[config.mk]
export PLATFORM = sky130hd
export DESIGN_NAME = rgb_pwm_seq
export DESIGN_NICKNAME = d
export VERILOG_FILES = /design/src/rtl/rgb_seq_pkg.sv /design/src/rtl/pwm_bank.sv /design/src/rtl/rgb_pwm_seq.sv
export SDC_FILE = /design/constraint.sdc
export NUM_CORES = 1
export LEC_CHECK = 0
export ABC_AREA = 1
export CAP_MARGIN = 20
export CORE_MARGIN = 2
export CORE_UTILIZATION = 57
export CTS_CLUSTER_DIAMETER = 150
export DETAILED_ROUTE_END_ITERATION = 10
export HOLD_SLACK_MARGIN = 0.1
export PLACE_DENSITY = 0.75
export SETUP_SLACK_MARGIN = 0.15
export SYNTH_ARGS = -nofsm -noshare
export SYNTH_HDL_FRONTEND = slang
export SYNTH_SLANG_ARGS = --single-unit
[constraint.sdc]
create_clock -name clk -period 5.4 [get_ports clk]
set_input_delay 0.81 -clock clk [delete_from_list [all_inputs] [get_ports clk]]
set_output_delay 0.81 -clock clk [all_outputs]
set_load 0.02 [all_outputs]
[src/rtl/rgb_seq_pkg.sv]
// Shared types for the RGB PWM sequencer: FSM states,
// mode codes and the wr_data field-offset helper.
package rgb_seq_pkg;

  typedef enum logic [1:0] {
    IDLE = 2'd0,
    LOAD = 2'd1,
    RUN  = 2'd2
  } state_t;

  localparam logic [1:0] MODE_HOLD = 2'b00;
  localparam logic [1:0] MODE_STEP = 2'b01;
  localparam logic [1:0] MODE_FADE = 2'b10;

  // LSB of channel ch's duty field inside a table word.
  function automatic int duty_lsb(input int ch, input int w);
    return ch * w;
  endfunction

endpackage

[src/rtl/pwm_bank.sv]
// Shared free-running PWM counter with NCH registered comparators.
// Ports: clk, rst, duty (packed per channel), led, wrap (cnt at max).
module pwm_bank
  import rgb_seq_pkg::*;
#(
  parameter int NCH   = 3,
  parameter int PWM_W = 8
) (
  input  logic               clk,
  input  logic               rst,
  input  logic [NCH*PWM_W-1:0] duty,
  output logic [NCH-1:0]     led,
  output logic               wrap
);

  logic [PWM_W-1:0] cnt;

  // High on the cycle whose edge takes cnt back to 0.
  assign wrap = &cnt;

  always_ff @(posedge clk) begin
    if (rst) begin
      cnt <= '0;
      led <= '0;
    end else begin
      cnt <= cnt + PWM_W'(1);
      for (int i = 0; i < NCH; i++) begin
        led[i] <= cnt < duty[duty_lsb(i, PWM_W) +: PWM_W];
      end
    end
  end

endmodule

[src/rtl/rgb_pwm_seq.sv]
// N-channel PWM LED driver with a table-driven hold/step/fade sequencer.
// Ports: clk, rst, tick_in, en, mode, len, wr_en/wr_addr/wr_data, led, step_idx, busy.
module rgb_pwm_seq
  import rgb_seq_pkg::*;
#(
  parameter int NCH   = 3,
  parameter int PWM_W = 8,
  parameter int DEPTH = 8,
  parameter int DUR_W = 4,
  localparam int AW   = $clog2(DEPTH),
  localparam int DTW  = NCH * PWM_W,
  localparam int DW   = DTW + DUR_W
) (
  input  logic          clk,
  input  logic          rst,
  input  logic          tick_in,
  input  logic          en,
  input  logic [1:0]    mode,
  input  logic [AW-1:0] len,
  input  logic          wr_en,
  input  logic [AW-1:0] wr_addr,
  input  logic [DW-1:0] wr_data,
  output logic [NCH-1:0] led,
  output logic [AW-1:0] step_idx,
  output logic          busy
);

  logic [DW-1:0] mem [DEPTH];
  logic [DW-1:0] rd_q;

  state_t         state;
  state_t         nxt_state;
  logic [AW-1:0]  idx;
  logic [AW-1:0]  nxt_idx;
  logic [AW-1:0]  last;
  logic [DUR_W-1:0] dwell;
  logic [DUR_W-1:0] rd_dur;
  logic [DTW-1:0] duty;
  logic [DTW-1:0] target;
  logic [DTW-1:0] duty_fade;
  logic           hold_q;
  logic           wrap;

  // len is AW wide, so it can never exceed DEPTH-1.
  assign last     = len;
  assign rd_dur   = rd_q[DTW +: DUR_W];
  assign step_idx = idx;
  assign busy     = state != IDLE;

  always_comb begin
    nxt_state = state;
    nxt_idx   = idx;
    unique case (state)
      IDLE: begin
        nxt_idx = '0;
        if (en) nxt_state = LOAD;
      end
      LOAD: nxt_state = RUN;
      RUN: begin
        if (tick_in && dwell == DUR_W'(1)) begin
          nxt_state = LOAD;
          if (!hold_q) begin
            nxt_idx = (idx >= last) ? '0 : idx + AW'(1);
          end
        end
      end
      default: nxt_state = IDLE;
    endcase
    if (!en) begin
      nxt_state = IDLE;
      nxt_idx   = '0;
    end
  end

  // Read is addressed with the next index so the word is
  // already registered when LOAD consumes it; a write in the
  // LOAD cycle therefore cannot reach the fetched word.
  always_ff @(posedge clk) begin
    if (wr_en && !rst) mem[wr_addr] <= wr_data;
    rd_q <= mem[nxt_idx];
  end

  always_comb begin
    duty_fade = duty;
    for (int i = 0; i < NCH; i++) begin
      if (duty[duty_lsb(i, PWM_W) +: PWM_W] <
          target[duty_lsb(i, PWM_W) +: PWM_W]) begin
        duty_fade[duty_lsb(i, PWM_W) +: PWM_W] =
          duty[duty_lsb(i, PWM_W) +: PWM_W] + PWM_W'(1);
      end else if (duty[duty_lsb(i, PWM_W) +: PWM_W] >
                   target[duty_lsb(i, PWM_W) +: PWM_W]) begin
        duty_fade[duty_lsb(i, PWM_W) +: PWM_W] =
          duty[duty_lsb(i, PWM_W) +: PWM_W] - PWM_W'(1);
      end
    end
  end

  always_ff @(posedge clk) begin
    if (rst) begin
      state  <= IDLE;
      idx    <= '0;
      dwell  <= '0;
      duty   <= '0;
      target <= '0;
      hold_q <= 1'b0;
    end else begin
      state <= nxt_state;
      idx   <= nxt_idx;
      if (nxt_state == IDLE) begin
        dwell  <= '0;
        duty   <= '0;
        target <= '0;
      end else begin
        unique case (state)
          LOAD: begin
            dwell  <= (rd_dur == '0) ? DUR_W'(1) : rd_dur;
            target <= rd_q[DTW-1:0];
            hold_q <= mode == MODE_HOLD;
            // Fade keeps the current duty and walks toward target.
            if (mode != MODE_FADE) duty <= rd_q[DTW-1:0];
          end
          RUN: begin
            if (tick_in) dwell <= dwell - DUR_W'(1);
            if (wrap) duty <= duty_fade;
          end
          default: ;
        endcase
      end
    end
  end

  pwm_bank #(
    .NCH   (NCH),
    .PWM_W (PWM_W)
  ) u_pwm (
    .clk  (clk),
    .rst  (rst),
    .duty (duty),
    .led  (led),
    .wrap (wrap)
  );

endmodule

Word-level counts from Yosys, hierarchy flattened:

Memories as Yosys holds them, arrays and structs flattened. A register that Yosys moved wholly into a read port is not among the register bits.
Cells that the tools add are included.
W data, S select, Z words.

* logic and storage cells: 79
* memories kept: 1
* bits in registers: 69
* bits in writable memories: 224
* output and inout bits: 7

Memory list
* mem: depth 8, width 28, read ports 1, clocked after memory_dff 1, wr ports 1, RTL line rgb_pwm_seq.sv:28 `logic [DW-1:0] mem [DEPTH];`

* reductions and logical operators: 16
* equal/unequal tests: 10
* $lt $le $gt $ge: 10
* add/sub/neg operators: 9
* muxes and demuxes: 22
* bitwise logic cells: 1

Operator list (number)
* $lt A8 B8 Y1: 6
* $mux W24: 2
* $mux W8: 6
* $pmux W24 S2: 1
* $add A8 B1 Y8 const B: 4
* $gt A8 B8 Y1: 3
* $sub A8 B1 Y8 const B: 3
* $mux W3: 4
* $reduce_and A4 Y1: 3
* $ne A3 B3 Y1 const B: 3
* $mux W4: 2
* $pmux W4 S2: 1
* $reduce_and A8 Y1: 1
* $logic_not A2 Y1: 3
* $ne A2 B2 Y1 const B: 3
* $pmux W2 S3: 1
* $pmux W3 S2: 1
* $eq A4 B1 Y1 const B: 1
* $logic_not A4 Y1: 1
* $mux W2: 2
* $reduce_and A2 Y1: 2
* $reduce_bool A2 Y1: 2
* $sub A4 B1 Y4 const B: 1
* $add A3 B1 Y3 const B: 1
* other kinds (9): 11

Logic depth before layout (Yosys ltp):

Gate-level depths: netlist of run 1.

* word-level depth: 8
* gate-level depth with buffers: 18
* mapped depth without buffers: 18

Cells and area by module:

From an unflattened synthesis of run 1, not the netlist that was laid out.

* cells, all modules: 1745
* area total of the unflattened synthesis: 15536.2 um^2

By module, submodules not included
* rgb_pwm_seq: cells each 1601, area an instance 14579.0 um^2, times used 1, seq. area each 8448.1 um^2
* pwm_bank: cells each 144, area an instance 957.2 um^2, times used 1, seq. area each 220.2 um^2

Worst setup path before layout of run 1:

Ideal clock, no wire load.

* kind: input to register
* from: in wr_en
* to: mem mem[0][0] (netlist bit), enable pin
* data required time: 4.987 ns
* setup time: 0.413 ns
* arrival time: 2.240 ns
* stages: 4
* slack: 2.747 ns
* path through: inv_1 > nor2_1 > nand2_1 > nor2_1

* word-level cells in the longest chain between the ends: 3

Ends and longest elaborated chain
* from (decl): RTL line rgb_pwm_seq.sv:20 `input logic wr_en,`
* $logic_and A1 B1 Y1: RTL line rgb_pwm_seq.sv:79 `if (wr_en && !rst) mem[wr_addr] <= wr_data;`
* $mux W1: RTL line rgb_pwm_seq.sv:79
* $mux W1 (implied by the code): RTL line rgb_pwm_seq.sv:79
* to (decl): RTL line rgb_pwm_seq.sv:28

No other way between the ends.

Worst setup path after layout of run 1:

* from: in len[2]
* to: reg rd_q[1], read port of mem

* word-level cells in the longest chain between the ends: 6

Ends and longest elaborated chain
* from (decl): RTL line rgb_pwm_seq.sv:19 `input logic [AW-1:0] len,`
* $ge A3 B3 Y1: RTL line rgb_pwm_seq.sv:63 `nxt_idx = (idx >= last) ? '0 : idx + AW'(1);`
* $mux W3: RTL line rgb_pwm_seq.sv:63
* $mux W3: RTL line rgb_pwm_seq.sv:62 `if (!hold_q) begin`
* $mux W3: RTL line rgb_pwm_seq.sv:60 `if (tick_in && dwell == DUR_W'(1)) begin`
* $pmux W3 S2: RTL line rgb_pwm_seq.sv:53 `unique case (state)`
* $mux W3: RTL line rgb_pwm_seq.sv:69 `if (!en) begin`
* to (decl): RTL line rgb_pwm_seq.sv:29 `logic [DW-1:0] rd_q;`

No other way between the ends.
A chain may end at the register's enable or synchronous reset.

==> out/qor.csv, run 1 <==
stage;metric;value;unit
outcome;outcome;finished clean;
place;dp_worst_setup_slack;1.546;ns
routing;drc;0;
sta;whs;0.4601;ns
synthesis;synth_top_flop_cell;edfxtp_1;
cts;cts_buffers;35;
pwr;power.leakage;0.007575;uW
setup_path;cp_slowest_cell;buf_4;
synthesis;ys_warn_count;0;
setup_path;critPathMaxFanout;61;
sta;setup_ws;1.914;ns
global_route;track_usage;24.57;%
cts;cts.sinks;321;
cts;clk_pin_slew;0.06;ns
setup_path;crit_family;buffers and inverters;
cts;htreeDepth;2;
synthesis;syn_nets;1820;
setup_path;critPathLaunchType;input port;
finish;layout-drive-gt1-share;5.969;%
place;portBuffers;47;
synthesis;synth.avg_cell_area;9.139;um2
routing;highest_layer;met4;
sta;relSlewSlack;25.12;%
routing;routedWlPerCell;16.45;um
synthesis;netlist_instances;1705;
sta;fin_setup_tns;0;ns
synthesis;ys_types;39;
global_route;grt_start_max_net_pins;85;
setup_path;path_cells;clkdlybuf4s50_1, inv_1, ha_1, nand2_1, nand2_1, inv_1, nand2_1, nand2_1, nand3_1, nand2_4, buf_4, buf_4, nand3_1, nand3_1, nand2_1, nand2_1, nand2_1;
setup_path;worstSetupPathType;input port to flop;
cts;cts_max_path_buffers;3;
setup_path;cp-end-kind;flop;
synthesis;synth-seq-cells;321;
sta;setup-violations-final;0;
finish;final_nets;1849;
cts;cts_resized;0;
floorplan;die_h;169.3;um
routing;drtIter0Drc;870;
hold_path;hp-class;flop to flop;
synthesis;synth_area_leaders;edfxtp_1 (43%), dfxtp_1 (12%), nand2_1 (10%);
place;placed_cell_area;16220;um2
synthesis;syn_area;15580;um2
finish;finalNonFillerCells;2101;
synthesis;yosysTopAreaCell;edfxtp_1;
sta;hold_viol;0;
cts;clk_latency;0.51;ns
setup_path;cpMostUsedCell;nand2_1;
finish;final_cell_area;17410;um2
setup_path;slowest_delay;0.64;ns
cts;cts_root_buffer;clkbuf_16;
global_route;grt_pass1_wl;55660;um
floorplan;die_w;169.3;um
sta;fmaxAchievable;286.9;MHz
routing;antenna_left;0;
setup_path;cp_num_buf_inv;5;
sta;clock_skew;0.01413;ns
global_route;antenna_found_initial;1;
sta;tightest_slew;1.121;ns
routing;totalWireLength;34550;um
cts;cts_setup_buffers;0;
routing;drt_pass1_iterations;6;
sta;grt_setup_unrepaired;no;
routing;met1Wirelength;14690;um
synthesis;synth.top_cell.area_share;43.17;%
pwr;powerDensity;316.9;nW/um2
setup_path;arrival;3.88;ns
floorplan;core;26880;um2
routing;route.met2.wl;16650;um
synthesis;synthArstFlopShare;0;%
finish;syn2layout_area_growth;11.74;%
pwr;peakVddDrop;0.3305;mV
floorplan;fp-row-count;60;
sta;slew_viol_final;0;
cts;cts_tree;done;
synthesis;synth_edf_count;224;
place;place_congestion;0.8813;
setup_path;required;5.79;ns
sta;finalCritPeriodShare;64.55;%
place;dp_cells;2037;
floorplan;die-area;28670;um2
routing;vias;11330;
floorplan;ioPinCount;48;
sta;fin_crit;3.486;ns
global_route;grt_pass1_vias;10930;
global_route;grt-ovfl-total;0;
synthesis;yosysSeqAreaShare;55.63;%
run;drv_cap;0;
floorplan;start_util;57.97;%
place;dpl.hpwl;20840;um
synthesis;synth_common_cells;nand2_1 (434), inv_1 (289), edfxtp_1 (224), nand3_1 (215), dfxtp_1 (97);
routing;wl_met3;2405;um
routing;viasPerCell;5.394;
cts;hold_buffers;0;
synthesis;yosysMostFrequentCell;nand2_1;
[layer usage]
| layer | global-route usage (%) | vias to the layer above |
|---|---|---|
| met3 | 3.615 | 63 |
| met5 | 0 | - |
| li1 | - | 5617 |
| met2 | 42.24 | 359 |
| met4 | 7.469 | 0 |
| met1 | 32.43 | 5293 |
[cell type report]
type	instances	area (um2)
Clock buffer	49	999.7
Sequential cell	321	8668
Clock inverter	13	156.4
Inverter	294	1104
Tap cell	341	426.7
Fill cell	2128	9465
Multi-Input combinational cell	1019	5425
Antenna cell	1	2.502
Timing Repair Buffer	63	628.1
[path summary, 6_finish.rpt]
| check | startpoint | end | cells after the start | slack [ns] |
|---|---|---|---|---|
| setup / recovery | len[2] | rd_q[1] | 17 | 1.91 |
| hold / removal | target[19] | target[19] | 2 | 0.46 |
| setup reg to reg | state[1] | duty[8] | 11 | 2.28 |
| hold reg to reg | target[19] | target[19] | 2 | 0.46 |
[cell families (layout without fill, tap and decap cells)]
| kind of cell | Yosys count | after routing | synth area share [%] |
|---|---|---|---|
| and+or+nand+nor | 768 | 768 | 21.71 |
| AOI/OAI and AO/OA | 160 | 160 | 5.589 |
| xor gates and xnor gates | 17 | 17 | 0.9556 |
| buffers and inverters | 365 | 419 | 10.03 |
| adders and majority gates | 74 | 74 | 6.087 |
| DFF | 321 | 321 | 55.63 |
| other | 0 | 1 | 0 |
[layout by cell type (no fill, tap or decap), drive strengths merged, types with 13 or more instances in the layout]
master	n
clkbuf	49
nand3b	26
a21oi	85
clkdlybuf4s50	46
nor2	52
inv	295
ha	71
nand2	439
o21ai	50
nor3	13
buf	17
nand3	224
dfxtp	97
edfxtp	224
[tightest hold or removal path: cells and delay by family, from the launching register on]
kind / cells / cell delay (ns)
flip-flops: 1 / 0.30
AND/OR/NAND/NOR: 1 / 0.06
AO/OA/AOI/OAI: 1 / 0.05
[report_power, final]
group          total, uW  internal [uW]  leakage, uW  switching [uW]
combinational        423            155      0.00419             268
clock               2380           1440     0.000568             943
sequential          2710           2690      0.00282            25.3
total               5520           4280      0.00758            1240
[metrics by stage]
stage | power, uW | utilization (%)
6_report | 5517 | 64.78
4_1_cts | 5546 | 64.67
3_5_place_dp | 3179 | 60.37
2_1_floorplan | 3043 | -
3_3_place_gp | 3167 | 60.27
5_1_grt | 5708 | 64.78
[flip-flops by register name (all words and copies together) (netlist names), 2 cells and up]
name	cells
mem	224
rd_q	28
duty	24
target	24
u_pwm.cnt	8
dwell	4
step_idx	3
u_pwm.led	3
state	2
No activity file was read; power rests on OpenSTA's default activity.
==> run 2: changes to the inputs <==
Clock period 5.4 ns to 3.3 ns, I/O delays scaled along.
==> run 2 against run 1 <==
Effect of this change: sequential power increased by 64%; worst hold slack got worse by 0.0015 ns; combinational power increased by 66%; first-iteration DRC count decreased by 0.46%; routed wire length decreased by 1.6%; final cell count increased by 0.52%; clock skew increased by 0.0078 ns; critical endpoint is now duty[21]; largest cell class unchanged; highest routed layer unchanged.
==> out/qor.csv, run 2 (synthesis gave the netlist of run 1 again) <==
stage;metric;value;unit
cts;cts.sinks;321;
finish;reg_top3;mem x224, rd_q x28;
pwr;switching_share;22.69;%
setup_path;cp_slowest_cell;ha_1;
finish;utilization;65.57;%
sta;tightest_slew;0.7421;ns
finish;antennaDiodeCount;0;
place;placed_cell_area;16440;um2
hold_path;whs_endpoint;target[6];
setup_path;critPathMaxFanout;10;
routing;antenna_left;0;
outcome;outcome;finished clean;
setup_path;critical_path_depth;11;
routing;viasPerCell;5.356;
routing;vias;11310;
sta;setup-violations-final;0;
setup_path;cp_num_buf_inv;0;
sta;whs;0.4586;ns
cts;clk_latency;0.53;ns
hold_path;worstHoldPathCells;2;
finish;final_nets;1859;
setup_path;path_cells;ha_1, a21oi_1, o21a_1, nand2_1, ha_1, a21oi_1, nand2_1, a21oi_1, xnor2_1, a211oi_1, nor2_1;
place;portBuffers;47;
pwr;powerDensity;515.9;nW/um2
sta;slew_viol_final;0;
setup_path;r2r_start;duty[21];
setup_path;cpMostUsedCell;a21oi_1;
sta;fin_crit;2.748;ns
finish;final_cell_area;17620;um2
setup_path;worstSetupPathType;flop to flop;
setup_path;arrival;3.15;ns
global_route;antenna_found_initial;0;
finish;layout_common_cells;nand2_1 (434), inv_1 (289), edfxtp_1 (224), nand3_1 (215), dfxtp_1 (97);
pwr;switchingPower;2063;uW
setup_path;reg2reg_to;duty[21];
floorplan;ioPinCount;48;
floorplan;fp-row-count;60;
pwr;peakVddDrop;0.6673;mV
finish;regMostFlops;mem;
run;drv_cap;0;
cts;cts_buffers;36;
setup_path;critPathLaunchType;flop;
sta;grt_setup_unrepaired;no;
setup_path;crit_family;compound AO/OA/AOI/OAI gates;
routing;drt_pass1_iterations;5;
routing;totalWireLength;34000;um
setup_path;cp-end-kind;flop;
place;dpl.hpwl;20500;um
finish;syn2layout_area_growth;13.11;%
global_route;track_usage;24.33;%
cts;cts_resized;0;
setup_path;regToRegSetupSlack;0.55;ns
global_route;grt_start_max_net_pins;92;
cts;cts_setup_buffers;0;
cts;hold_buffers;0;
setup_path;ff2ff_path_depth;11;
cts;htreeDepth;2;
pwr;p_clk_share;43.5;%
place;place_congestion;0.8478;
hold_path;hp-class;flop to flop;
floorplan;start_util;57.97;%
cts;clk_pin_slew;0.05;ns
routing;drtIter0Drc;866;
floorplan;die-area;28670;um2
finish;largest_reg_flops;224;
sta;fmaxAchievable;363.9;MHz
setup_path;required;3.71;ns
global_route;grt_pass1_vias;10780;
routing;routedWlPerCell;16.10;um
pwr;power_frac_seq;48.8;%
floorplan;die_h;169.3;um
routing;drc;0;
sta;finalCritPeriodShare;83.27;%
finish;final_common_cell;nand2_1;
floorplan;die_w;169.3;um
sta;hold_viol;0;
sta;relSlewSlack;50.53;%
pwr;power.leakage;0.007676;uW
cts;cts_max_path_buffers;3;
finish;layout-drive-gt1-share;6.437;%
sta;clock_skew;0.02198;ns
global_route;grt_pass1_wl;54840;um
cts;cts_tree;done;
cts;cts_root_buffer;clkbuf_16;
hold_path;min_from;target[6];
sta;fin_setup_tns;0;ns
pwr;comb_power_share;7.7;%
setup_path;slowest_delay;0.46;ns
setup_path;cp-startpoint;duty[21];
global_route;grt-ovfl-total;0;
pwr;intPower;7029;uW
floorplan;core;26880;um2
## run 2: changes by cell type in the layout (fill, tap and decap cells not counted), sizes merged
cell / previous run / this run
buf: 17 / 26
clkbuf: 49 / 46
clkinv: 8 / 14
clkinvlp: 1 / 0
diode: 1 / 0
inv: 295 / 296
## run 2: worst max path at each step
stage,to,slack (ns)
4_1_cts,duty[21],0.58
6_report,duty[21],0.55
5_1_grt,duty[15],0.35
3_3_place_gp,rd_q[14],0.42
2_1_floorplan,mem[0][0],0.96
3_5_place_dp,rd_q[7],0.38
## run 2: cell type report
class,count,area [um2]
tap,341,426.7
fill,2115,9253
sequential,321,8668
clock buffer,46,989.7
clock inverter,19,193.9
multi-input combinational,1019,5423
inverter,294,1104
timing repair buffer,72,818.3
## run 2: through the flow
step	std cells	setup slack [ns]	total power, uW
after floorplan	1705	0.9617	4979
after global placement	2047	0.4179	5192
after detailed placement	2047	0.3838	5215
after CTS	2112	0.5813	9156
after global routing	2112	0.3520	9401
final	2112	0.5520	9092
## run 2: tightest hold or removal path, stage by stage (launching register included)
cell     delay (ns)
dfxtp_1        0.30
nand2_1        0.06
a21oi_1        0.05
## run 2: power by group through the flow
stage | logic, uW | registers (uW) | clock network (uW)
2_1_floorplan | 464 | 4520 | 0
3_3_place_gp | 675 | 4520 | 0
3_5_place_dp | 695 | 4520 | 0
4_1_cts | 702 | 4440 | 4020
5_1_grt | 791 | 4440 | 4170
6_report | 704 | 4440 | 3950
## run 2: metal layers
layer | wire, um | track usage (%)
met3 | 2200 | 4.244
met5 | 0 | 0
met2 | 16760 | 42.29
met1 | 14260 | 31.17
met4 | 779 | 7.655
==> run 3: changes to the inputs <==
Clock period 3.3 ns to 2.75 ns, I/O delays scaled along.
==> run 3 against run 2 <==
Effect of this change: combinational power up 32%; setup slack got worse by 0.24 ns; clock-buffer cell count rose by 4; flip-flop and latch count is the same; critical path type unchanged; core utilization up 1.3 points; total power grew 23%; clock power is 25% higher; via count increased by 0.98%; final cell count rose by 0.90%; die area is the same; non-clock buffer count rose by 16.
==> out/qor.csv, run 3 (synthesis gave the netlist of run 1 again) <==
stage;metric;value;unit
setup_path;cp_num_buf_inv;1;
routing;totalWireLength;34720;um
pwr;peakVddDrop;0.5774;mV
setup_path;required;3.15;ns
floorplan;start_util;57.97;%
place;dpl.hpwl;21380;um
sta;clock_skew;0.01172;ns
floorplan;ioPinCount;48;
place;place_congestion;0.8899;
global_route;grt_pass1_vias;11010;
run;drv_cap;0;
floorplan;die_w;169.3;um
cts;hold_buffers;0;
pwr;switchingPower;2528;uW
cts;htreeDepth;2;
global_route;grt_pass1_wl;55900;um
routing;drtIter0Drc;977;
floorplan;core;26880;um2
pwr;intPower;8648;uW
place;dp_cells;2061;
finish;final_common_cell;nand2_1;
sta;fin_crit;2.443;ns
cts;clk_pin_slew;0.06;ns
finish;final_cell_area;17980;um2
finish;layout-drive-gt1-share;8.492;%
cts;cts_tree;done;
pwr;power_frac_seq;47.6;%
finish;fillers;2090;
routing;viasPerCell;5.360;
finish;regMostFlops;mem;
pwr;power.leakage;0.007799;uW
finish;largest_reg_flops;224;
sta;fmaxAchievable;409.4;MHz
outcome;outcome;finished clean;
pwr;p_clk_share;44.1;%
routing;drt_pass1_iterations;5;
sta;finalCritPeriodShare;88.83;%
routing;antenna_left;0;
setup_path;cp-end-kind;flop;
finish;syn2layout_area_growth;15.40;%
setup_path;worstSetupPathType;flop to flop;
global_route;grt-ovfl-total;0;
pwr;switching_share;22.62;%
setup_path;critPathLaunchType;flop;
sta;grt_setup_unrepaired;no;
routing;drc;0;
sta;tightest_slew;0.5768;ns
setup_path;crit_family;adder cells;
place;placed_cell_area;16620;um2
routing;vias;11420;
setup_path;arrival;2.84;ns
finish;layout_common_cells;nand2_1 (428), inv_1 (289), edfxtp_1 (224), nand3_1 (215), dfxtp_1 (90);
global_route;antenna_found_initial;0;
sta;relSlewSlack;61.55;%
setup_path;cp_slowest_cell;fa_1;
floorplan;die-area;28670;um2
global_route;track_usage;24.64;%
cts;cts_max_path_buffers;3;
hold_path;hp-class;input port to flop;
sta;slew_viol_final;0;
global_route;grt_start_max_net_pins;53;
floorplan;die_h;169.3;um
pwr;power;11180;uW
finish;finalNonFillerCells;2131;
setup_path;cpMostUsedCell;a21oi_1;
finish;antennaDiodeCount;0;
setup_path;cp-startpoint;target[23];
finish;final_nets;1877;
sta;setup-violations-final;0;
cts;cts.sinks;321;
floorplan;fp-row-count;60;
setup_path;path_cells;inv_1, ha_1, a21oi_1, o21a_1, nand2_2, fa_1, nand4_1, nand3_1, xor2_1, o21ai_0, a21oi_1;
setup_path;slowest_delay;0.45;ns
cts;clk_latency;0.52;ns
cts;cts_root_buffer;clkbuf_16;
setup_path;critPathMaxFanout;5;
routing;routedWlPerCell;16.29;um
place;portBuffers;47;
sta;hold_viol;0;
cts;cts_buffers;36;
pwr;comb_power_share;8.3;%
sta;fin_setup_tns;0;ns
setup_path;r2r_start;target[23];
finish;reg_top3;mem x224, rd_q x28;
pwr;powerDensity;621.6;nW/um2
hold_path;min_from;en;
[run 3: what timing repair did]
| action | 4_1_cts | 5_1_grt |
|---|---|---|
| setup endpoints to repair | 4 | 15 |
| resized for setup | 2 | 25 |
| pin swaps | 0 | 2 |
| cloned | 0 | 2 |
| setup buffers | 0 | 2 |
[run 3: power by group through the flow]
stage / clock network (uW) / registers (uW) / logic, uW
final: 4930 / 5320 / 926
after global placement: 0 / 5420 / 818
after CTS: 5000 / 5320 / 854
after global routing: 5190 / 5330 / 1040
after floorplan: 0 / 5420 / 556
after detailed placement: 0 / 5420 / 842
[run 3: final timing paths]
check,endpoint,slack (ns),depth (start not counted)
worst max-delay path,duty[22],0.31,11
worst min-delay path,hold_q,0.41,3
worst max register to register,duty[22],0.31,11
worst min register to register,target[17],0.46,2
[run 3: area by class of cell]
cell class / instances / area [um2] / area share (%)
clock inverter: 16 / 207.7 / 1.155
sequential: 321 / 8677 / 48.26
multi-input combinational: 1021 / 5527 / 30.74
clock buffer: 50 / 1026 / 5.706
inverter: 294 / 1104 / 6.137
tap: 341 / 426.7 / 2.373
timing repair buffer: 88 / 1013 / 5.636
[run 3: metrics by stage]
stage          util (%)  setup slack [ns]  hold slack (ns)
5_1_grt           66.90            0.1095           0.4475
4_1_cts           66.45            0.1872           0.3967
2_1_floorplan         -            0.4710           0.4399
3_5_place_dp      61.84           0.07911           0.4532
3_3_place_gp      61.84            0.1434           0.4500
6_report          66.90            0.3071           0.4055
[run 3: worst register-to-register path, cell delays in order (launching register included)]
cell,delay [ns]
dfxtp_1,0.33
inv_1,0.05
ha_1,0.29
a21oi_1,0.17
o21a_1,0.27
nand2_2,0.14
fa_1,0.45
nand4_1,0.12
nand3_1,0.08
xor2_1,0.15
o21ai_0,0.19
a21oi_1,0.09
[run 3: per-layer routing]
layer | GRT usage, % | part of all wire (%) | vias to the layer above
met1 | 32.92 | 43 | 5310
met4 | 7.878 | 2.3 | 0
met3 | 3.055 | 5.9 | 73
met2 | 42.13 | 49 | 352
li1 | - | - | 5688
met5 | 0 | 0 | -
